`config.mk`:
```
export PLATFORM = sky130hd
export DESIGN_NAME = frame_buffer_arbiter
export DESIGN_NICKNAME = d
export VERILOG_FILES = /design/src/rtl/frame_buffer_arbiter.sv
export SDC_FILE = /design/constraint.sdc
export NUM_CORES = 1
export LEC_CHECK = 0
export BUFFER_PORTS_ARGS = -buffer_cell sky130_fd_sc_hd__buf_4
export CORE_UTILIZATION = 36
export DETAILED_ROUTE_END_ITERATION = 10
export REMOVE_ABC_BUFFERS = 1
export SLEW_MARGIN = 5
export SYNTH_ARGS = -nofsm -noshare
export SYNTH_HDL_FRONTEND = slang
export SYNTH_SLANG_ARGS = --single-unit
```
`constraint.sdc`:
```
create_clock -name Clk_100MHz -period 1.71 [get_ports Clk_100MHz]
set_input_delay 0 -clock Clk_100MHz [delete_from_list [all_inputs] [get_ports Clk_100MHz]]
set_output_delay 0 -clock Clk_100MHz [all_outputs]
set_load 0.01 [all_outputs]
```
`src/rtl/frame_buffer_arbiter.sv`:
```
// Frame buffer port arbiter.
// Shares one single-port 1-bit-wide frame buffer between three clients:
//   - display reads (highest priority, one-cycle request, fixed 2-cycle return),
//   - game-logic writes (held request/acknowledge handshake),
//   - a full-frame clear engine that sweeps the buffer writing zeros.
// Writes that have waited MAX_WAIT cycles or more get priority over the clear
// engine so game logic cannot be locked out for a whole frame sweep.
// At most one buffer operation is issued per cycle. Every buffer-facing signal
// and every handshake output comes straight from a flop.

module frame_buffer_arbiter #(
    parameter int FRAME_PIXELS = 307200,
    parameter int MAX_WAIT     = 8
) (
    input  logic        Clk_100MHz,
    input  logic        Reset_n,
    input  logic        Rd_req,
    input  logic [18:0] Rd_addr,
    output logic        Rd_valid,
    output logic        Rd_data,
    input  logic        Wr_req,
    input  logic [18:0] Wr_addr,
    input  logic        Wr_data,
    output logic        Wr_ack,
    input  logic        Clear_start,
    output logic        Clear_busy,
    output logic [18:0] BRAM_addr,
    output logic        BRAM_en,
    output logic        BRAM_we,
    output logic        BRAM_din,
    input  logic        BRAM_Dout
);

    // Address bounds; the 20-bit limit lets a 19-bit address be compared
    // against a frame of exactly 2^19 pixels without overflow.
    localparam logic [19:0] PIXEL_LIMIT = 20'(FRAME_PIXELS);
    localparam logic [18:0] LAST_ADDR   = 19'(FRAME_PIXELS - 1);
    localparam logic [3:0]  WAIT_LIMIT  = 4'(MAX_WAIT);

    typedef enum logic {
        IDLE  = 1'b0,
        CLEAR = 1'b1
    } state_t;

    state_t      state_reg;
    state_t      state_next;
    logic [18:0] clr_cnt_reg;
    logic [18:0] clr_cnt_next;
    logic [3:0]  wait_cnt_reg;
    logic [3:0]  wait_cnt_next;

    // Arbitration decode
    logic rd_in_range;
    logic wr_in_range;
    logic wr_eligible;
    logic wr_starved;
    logic clear_hold;
    logic grant_rd;
    logic grant_wr;
    logic clear_slot;

    // Registered buffer port and handshake outputs
    logic        bram_en_reg;
    logic        bram_en_next;
    logic        bram_we_reg;
    logic        bram_we_next;
    logic        bram_din_reg;
    logic        bram_din_next;
    logic [18:0] bram_addr_reg;
    logic [18:0] bram_addr_next;
    logic        wr_ack_reg;
    logic        wr_ack_next;

    // Read return pipeline: stage 1 is the cycle the buffer sees the
    // address, stage 2 is the cycle its output register holds the pixel.
    logic rd_issue_reg;
    logic rd_issue_next;
    logic rd_hit_reg;
    logic rd_hit_next;
    logic rd_valid_reg;
    logic rd_data_en_reg;

    assign rd_in_range = ({1'b0, Rd_addr} < PIXEL_LIMIT);
    assign wr_in_range = ({1'b0, Wr_addr} < PIXEL_LIMIT);

    // A held write is not eligible in the cycle its ack is showing, so the
    // same request can never be written twice.
    assign wr_eligible = Wr_req && !wr_ack_reg;
    assign wr_starved  = (wait_cnt_reg >= WAIT_LIMIT);

    // The clear engine owns non-read slots while sweeping, and also on the
    // edge that (re)starts it, so normal writes wait behind it.
    assign clear_hold = (state_reg == CLEAR) || Clear_start;

    assign grant_rd   = Rd_req;
    assign grant_wr   = !Rd_req && wr_eligible && (wr_starved || !clear_hold);
    assign clear_slot = !Rd_req && !grant_wr && (state_reg == CLEAR) && !Clear_start;

    // State register for the clear FSM, its sweep counter and the write wait counter
    always_ff @(posedge Clk_100MHz or negedge Reset_n) begin
        if (!Reset_n) begin
            state_reg    <= IDLE;
            clr_cnt_reg  <= '0;
            wait_cnt_reg <= '0;
        end else begin
            state_reg    <= state_next;
            clr_cnt_reg  <= clr_cnt_next;
            wait_cnt_reg <= wait_cnt_next;
        end
    end

    // Next-state logic: start/restart the sweep, advance it on each clear slot
    always_comb begin
        state_next   = state_reg;
        clr_cnt_next = clr_cnt_reg;
        if (Clear_start) begin
            state_next   = CLEAR;
            clr_cnt_next = '0;
        end else if (clear_slot) begin
            if (clr_cnt_reg == LAST_ADDR) begin
                state_next   = IDLE;
                clr_cnt_next = '0;
            end else begin
                clr_cnt_next = clr_cnt_reg + 19'd1;
            end
        end
    end

    // Starvation counter: counts ungranted request cycles, saturating at 15
    always_comb begin
        wait_cnt_next = wait_cnt_reg;
        if (!Wr_req || grant_wr) begin
            wait_cnt_next = '0;
        end else if (wait_cnt_reg != 4'hF) begin
            wait_cnt_next = wait_cnt_reg + 4'd1;
        end
    end

    // Output decode: build the buffer operation for the next cycle from the grant
    always_comb begin
        bram_en_next   = 1'b0;
        bram_we_next   = 1'b0;
        bram_din_next  = 1'b0;
        bram_addr_next = '0;
        wr_ack_next    = 1'b0;
        rd_issue_next  = 1'b0;
        rd_hit_next    = 1'b0;
        if (grant_rd) begin
            // Out-of-range reads still complete, but never touch the buffer.
            bram_en_next   = rd_in_range;
            bram_addr_next = rd_in_range ? Rd_addr : 19'd0;
            rd_issue_next  = 1'b1;
            rd_hit_next    = rd_in_range;
        end else if (grant_wr) begin
            // Out-of-range writes are acknowledged and silently dropped.
            bram_en_next   = wr_in_range;
            bram_we_next   = wr_in_range;
            bram_addr_next = wr_in_range ? Wr_addr : 19'd0;
            bram_din_next  = wr_in_range ? Wr_data : 1'b0;
            wr_ack_next    = 1'b1;
        end else if (clear_slot) begin
            bram_en_next   = 1'b1;
            bram_we_next   = 1'b1;
            bram_addr_next = clr_cnt_reg;
            bram_din_next  = 1'b0;
        end
    end

    // Output registers and read return pipeline; reset aborts anything in flight
    always_ff @(posedge Clk_100MHz or negedge Reset_n) begin
        if (!Reset_n) begin
            bram_en_reg    <= 1'b0;
            bram_we_reg    <= 1'b0;
            bram_din_reg   <= 1'b0;
            bram_addr_reg  <= '0;
            wr_ack_reg     <= 1'b0;
            rd_issue_reg   <= 1'b0;
            rd_hit_reg     <= 1'b0;
            rd_valid_reg   <= 1'b0;
            rd_data_en_reg <= 1'b0;
        end else begin
            bram_en_reg    <= bram_en_next;
            bram_we_reg    <= bram_we_next;
            bram_din_reg   <= bram_din_next;
            bram_addr_reg  <= bram_addr_next;
            wr_ack_reg     <= wr_ack_next;
            rd_issue_reg   <= rd_issue_next;
            rd_hit_reg     <= rd_hit_next;
            rd_valid_reg   <= rd_issue_reg;
            rd_data_en_reg <= rd_issue_reg && rd_hit_reg;
        end
    end

    assign BRAM_en    = bram_en_reg;
    assign BRAM_we    = bram_we_reg;
    assign BRAM_din   = bram_din_reg;
    assign BRAM_addr  = bram_addr_reg;
    assign Wr_ack     = wr_ack_reg;
    assign Rd_valid   = rd_valid_reg;
    assign Clear_busy = (state_reg == CLEAR);

    // The pixel itself is held by the buffer's own output register; it is
    // qualified by our registered enable so idle cycles, out-of-range reads
    // and reset all present 0.
    assign Rd_data = rd_data_en_reg & BRAM_Dout;

endmodule

```
; ---- After elaboration in Yosys (flattened, before gate mapping)
; Cells that the tools add are included.
[word_totals]
ff_bits = 51
in_bits = 45
output_inout_bits = 26
word_cells = 64
[op_classes]
addsub = 2
magnitude_cmp = 3
n_eq_ne = 2
muxes = 24
n_bitwise = 1
n_reduce_logical = 20
[ops]
columns = cell, n
row1 = $mux 19, 8
row2 = $lt 19x19->1 const B, 2
row3 = $add 19x1->19 const B, 1
row4 = $eq 19x19->1 const B, 1
row5 = $mux 1, 14
row6 = $mux 4, 2
row7 = $logic_and 1x1->1, 7
row8 = $logic_not 1->1, 6
row9 = $reduce_bool 2->1, 3
row10 = $add 4x1->4 const B, 1
row11 = $ge 4x4->1 const B, 1
row12 = $ne 4x4->1 const B, 1
row13 = $logic_or 1x1->1, 3
row14 = $reduce_and 2->1, 1
row15 = $and 1x1->1, 1

; ---- Logic depth before layout (Yosys ltp)
[logic_depth]
depth_word = 11
ltp_mapped = 6
mapped_depth_nobuf = 6

; ---- Worst setup path after synthesis
; OpenSTA, ideal clock, no wires.
[synth_timing]
kind = register to register
from = register clr_cnt_reg[0]
to = register clr_cnt_reg[8]
setup_ps = 119
arrival_time_ps = 1493
t_required_ps = 1591
setup_slack_ps = 98
path_stages_with_launch = 7
path_buffers = 1
synth_period_minus_slack_ps = 1612
path_cell_list = dfrtp_1 > ha_1 > nand4_1 > nor4_2 > o21a_2 > buf_6 > nor2_1
[synth_via]
elab_chain_cells = 4
word_cells_on_any_way = 5
classes_between = add/sub: 1 / eq/ne: 1 / mux: 3
[synth_lines]
columns = element, line
row1 = start: declaration, 47  ; logic [18:0] clr_cnt_reg;
row2 = start signal: assignment, 107  ; clr_cnt_reg <= clr_cnt_next;
row3 = $add 19x1->19 or $eq 19x19->1 (tied branches), "124, 120"
row4 = $mux 19 (*), 120  ; if (clr_cnt_reg == LAST_ADDR) begin
row5 = $mux 19 (*), 119  ; end else if (clear_slot) begin
row6 = $mux 19 (*), 116  ; if (Clear_start) begin
; Every way passes the cells marked *; elsewhere a longest branch is shown, timed or not. The select of a mux whose other input is x is not followed.
; A chain may end at the register's enable or synchronous reset.

; ---- Final worst setup path
[layout_timing]
from = register wr_ack_reg, in the netlist Wr_ack
to = register bram_addr_reg[16], in the netlist BRAM_addr[16]
[layout_via]
elab_chain_cells = 11
[layout_lines]
columns = element, line
row1 = start: declaration, 71  ; logic wr_ack_reg;
row2 = start signal: assignment, 186  ; wr_ack_reg <= wr_ack_next;
row3 = $logic_not 1->1 (*), 88  ; assign wr_eligible = Wr_req && !wr_ack_reg;
row4 = $logic_and 1x1->1 (*), 88
row5 = $logic_and 1x1->1 (*) (2 in a row), 96  ; assign grant_wr = !Rd_req && wr_eligible && (wr_starved || !clear_hold);
row6 = $logic_not 1->1, 97  ; assign clear_slot = !Rd_req && !grant_wr && (state_reg == CLEAR) && !Clear_start;
row7 = $logic_and 1x1->1 (3 in a row), 97
row8 = $mux 19, 161  ; end else if (clear_slot) begin
row9 = $mux 19 (*), 154  ; end else if (grant_wr) begin
row10 = $mux 19 (*), 148  ; if (grant_rd) begin
row11 = via bram_addr_next[16], 70  ; logic [18:0] bram_addr_next;
row12 = end signal: assignment, 185  ; bram_addr_reg <= bram_addr_next;
row13 = end: declaration, 69  ; logic [18:0] bram_addr_reg;
; Mark *: on every way through the listed nets, which the timed path passes. The rest lies on a longest branch.

==> flow_metrics.tcl <==
set metrics [dict create \
    cap_viol_max_count 0 \
    final_cell_mix "buf_4 (90), dfrtp_1 (50), dlygate4sd3_1 (40)" \
    leakage_nw 1.88 \
    slew-limit-headroom_pct 56.7 \
    drt_iter0_markers 276 \
    p_per_area_nw_per_um2 648 \
    fin_util_pct 58.1 \
    first_pass_iters 11 \
    synthCells 221 \
    stdcell_area_um2 3730 \
    whs_ns 0.0264 \
    grt-ovfl-total 0 \
    nets 401 \
    ir_drop_v 0.000339 \
    grt_pass1_vias 2171 \
    placementRows 29 \
    grt_max_degree 52 \
    ys_ff_latch 51 \
    cts_made_buffers 5 \
    critPathRequiredTime_ns 1.90 \
    htree_levels 2 \
    power.total_w 0.00242 \
    final_common_cell "buf_4" \
    slowest_delay_ns 0.41 \
    crit_family "simple AND/OR/NAND/NOR gates" \
    tightest_slew_ns 0.650 \
    hold_violations 0 \
    fin_skew_ns 0.00911 \
    drive_above_1_share_pct 34.5 \
    core_um2 6420 \
    die_area_um2 7090 \
    ys_seq_area_share_pct 52.4 \
    cp_num_buf_inv 2 \
    maxSlewViolCount 0 \
    wl_per_cell_um 14.5 \
    clk_latency_ns 0.31 \
    criticalPathCategory "reg2reg" \
    fmax_mhz 643 \
    cts-root-buf "clkbuf_8" \
    setup_viol_count_final 0 \
    end_kind "register" \
    post-route-drc-count 12 \
    synth_warnings 0 \
    num_vias 2156 \
    viasPerCell 5.00 \
    die_h_um 84.2 \
    outcome "finished with violations" \
    worstPathCellList "nand3b_1 > nand2_1 > nor2_1 > buf_12 > a222oi_1 > inv_1" \
    fin_crit_sh_pct 91.0 \
    start_kind "register" \
    rsz0062_at_grt "no" \
    port_buffers 70 \
    tritoncts "built" \
    n_antenna_cell 0 \
    clock_sinks 51 \
    critPathMaxFanout 24 \
    wirelength_um 6250 \
    multi_input_area_um2 1050 \
    grt_pass1_wl_um 10600 \
    violations "design-rule violations" \
    r2r_slack_ns 0.15 \
    area_growth_pct 53.2 \
    clkTransAtPathRegs_ns 0.09 \
    min_period_ns 1.56 \
    synthDistinctLibCells 44 \
    syn_area_um2 2430 \
    postRouteAntennaNets 0 \
    die_w_um 84.2 \
    cts_buffer_depth 2 \
    grt.total_usage_pct 19.2 \
    initial_core_util_pct 37.9 \
    antenna_found_initial 0 \
    place_congestion 0.814 \
    n_fill_cell 567 \
    finalSetupTns_ns 0 \
    worst_hold_path_type "in2reg" \
    dp_hpwl_um 4080 \
    worstPathArrival_ns 1.74 \
    synth_area_per_cell_um2 11.0 \
    seq_area_um2 1280 \
    slowest_stage "dfrtp_1" \
    pin_count 71 \
    placed_area_um2 3200 \
]
-- kinds of logic after synthesis --
family          Yosys count  synth area share (%)
compound gates           37                  13.8
xor+xnor                 16                  5.76
fa+ha+maj                 3                  1.54
buf+inv                  31                  5.40
flops                    51                  52.4
mux                       1                 0.411
simple gates             82                  20.6
-- stage by stage --
| stage | instances | setup WS [ns] |
|---|---|---|
| floorplan | 214 | -0.231 |
| global placement | 382 | 0.0664 |
| detailed placement | 382 | 0.0222 |
| CTS | 430 | 0.0146 |
| global route | 431 | 0.0112 |
| finish | 431 | 0.154 |
-- routing by layer --
layer	up-vias	wire length [um]	share of wire (%)	global-route usage [%]
met5	-	0	0	0
met4	0	114	1.8	6.58
met3	9	269	4.3	3.24
met2	68	3040	49	32.3
met1	1016	2830	45	25.0
li1	1063	-	-	-
-- power by group --
part           switching [W]  internal, W
clock network       0.000387     0.000370
logic               0.000170     0.000222
registers          0.0000201      0.00125
-- final timing paths --
| check | start | end | cells past startpoint |
|---|---|---|---|
| max | Wr_ack$_DFF_PN0_ | BRAM_addr[16]$_DFF_PN0_ | 6 |
| min | Wr_req | wait_cnt_reg[0]$_DFFE_PN0P_ | 3 |
| max reg2reg | Wr_ack$_DFF_PN0_ | BRAM_addr[16]$_DFF_PN0_ | 6 |
| min reg2reg | rd_issue_reg$_DFF_PN0_ | Rd_valid$_DFF_PN0_ | 0 |
| max in group asynchronous | Reset_n | clr_cnt_reg[8]$_DFFE_PN0P_ | 2 |
| min in group asynchronous | Reset_n | clr_cnt_reg[6]$_DFFE_PN0P_ | 2 |
-- worst min-delay path, stage by stage --
cell     delay (ns)
buf_4          0.12
nand2_1        0.12
nor2_1         0.06
-- Yosys cell counts, drive strengths merged --
| library cell | number | area share (%) |
|---|---|---|
| nor2b | 1 | 0.26 |
| mux2i | 1 | 0.41 |
| and4 | 2 | 0.77 |
| nor3b | 2 | 0.62 |
| or2 | 3 | 0.87 |
| o21a | 1 | 0.36 |
| xnor2 | 6 | 2.2 |
| a31oi | 1 | 0.26 |
| a211o | 2 | 0.72 |
| nor3 | 6 | 1.7 |
| xor2 | 10 | 3.6 |
| dfrtp | 51 | 52 |
| or3 | 1 | 0.26 |
| nand2b | 1 | 0.26 |
| nand3b | 2 | 0.62 |
| o21ai | 5 | 1.2 |
| nand4 | 9 | 2.3 |
| a21oi | 3 | 1.5 |
| nand4b | 1 | 0.36 |
| ha | 3 | 1.5 |
| a221o | 1 | 0.41 |
| nand3 | 7 | 2.0 |
| o31a | 1 | 0.36 |
| a21o | 3 | 0.93 |
| a222oi | 18 | 7.4 |
| a21boi | 1 | 0.31 |
| buf | 7 | 1.7 |
| and3b | 1 | 0.36 |
| nor2 | 22 | 3.7 |
| nor4 | 1 | 0.51 |
| nand2 | 15 | 2.3 |
| inv | 24 | 3.7 |
| and2 | 3 | 0.77 |
| and4bb | 1 | 0.51 |
| o311ai | 1 | 0.36 |
| nor4b | 4 | 2.5 |
-- area by class of cell --
type | count | share of cell area, %
Inverter | 24 | 2.42
Tap cell | 77 | 2.58
Sequential cell | 51 | 34.3
Clock buffer | 8 | 2.68
Timing Repair Buffer | 132 | 29.9
Multi-Input combinational cell | 139 | 28.1
-- repair_timing --
item                                    4_1_cts  5_1_grt
hold endpoints to repair                     72        0
buffers inserted                              0        1
hold buffers                                 40        0
resized for setup                             0        4
endpoints found under the setup margin        0       19
Note: power is estimated with default switching activity, not from simulation.
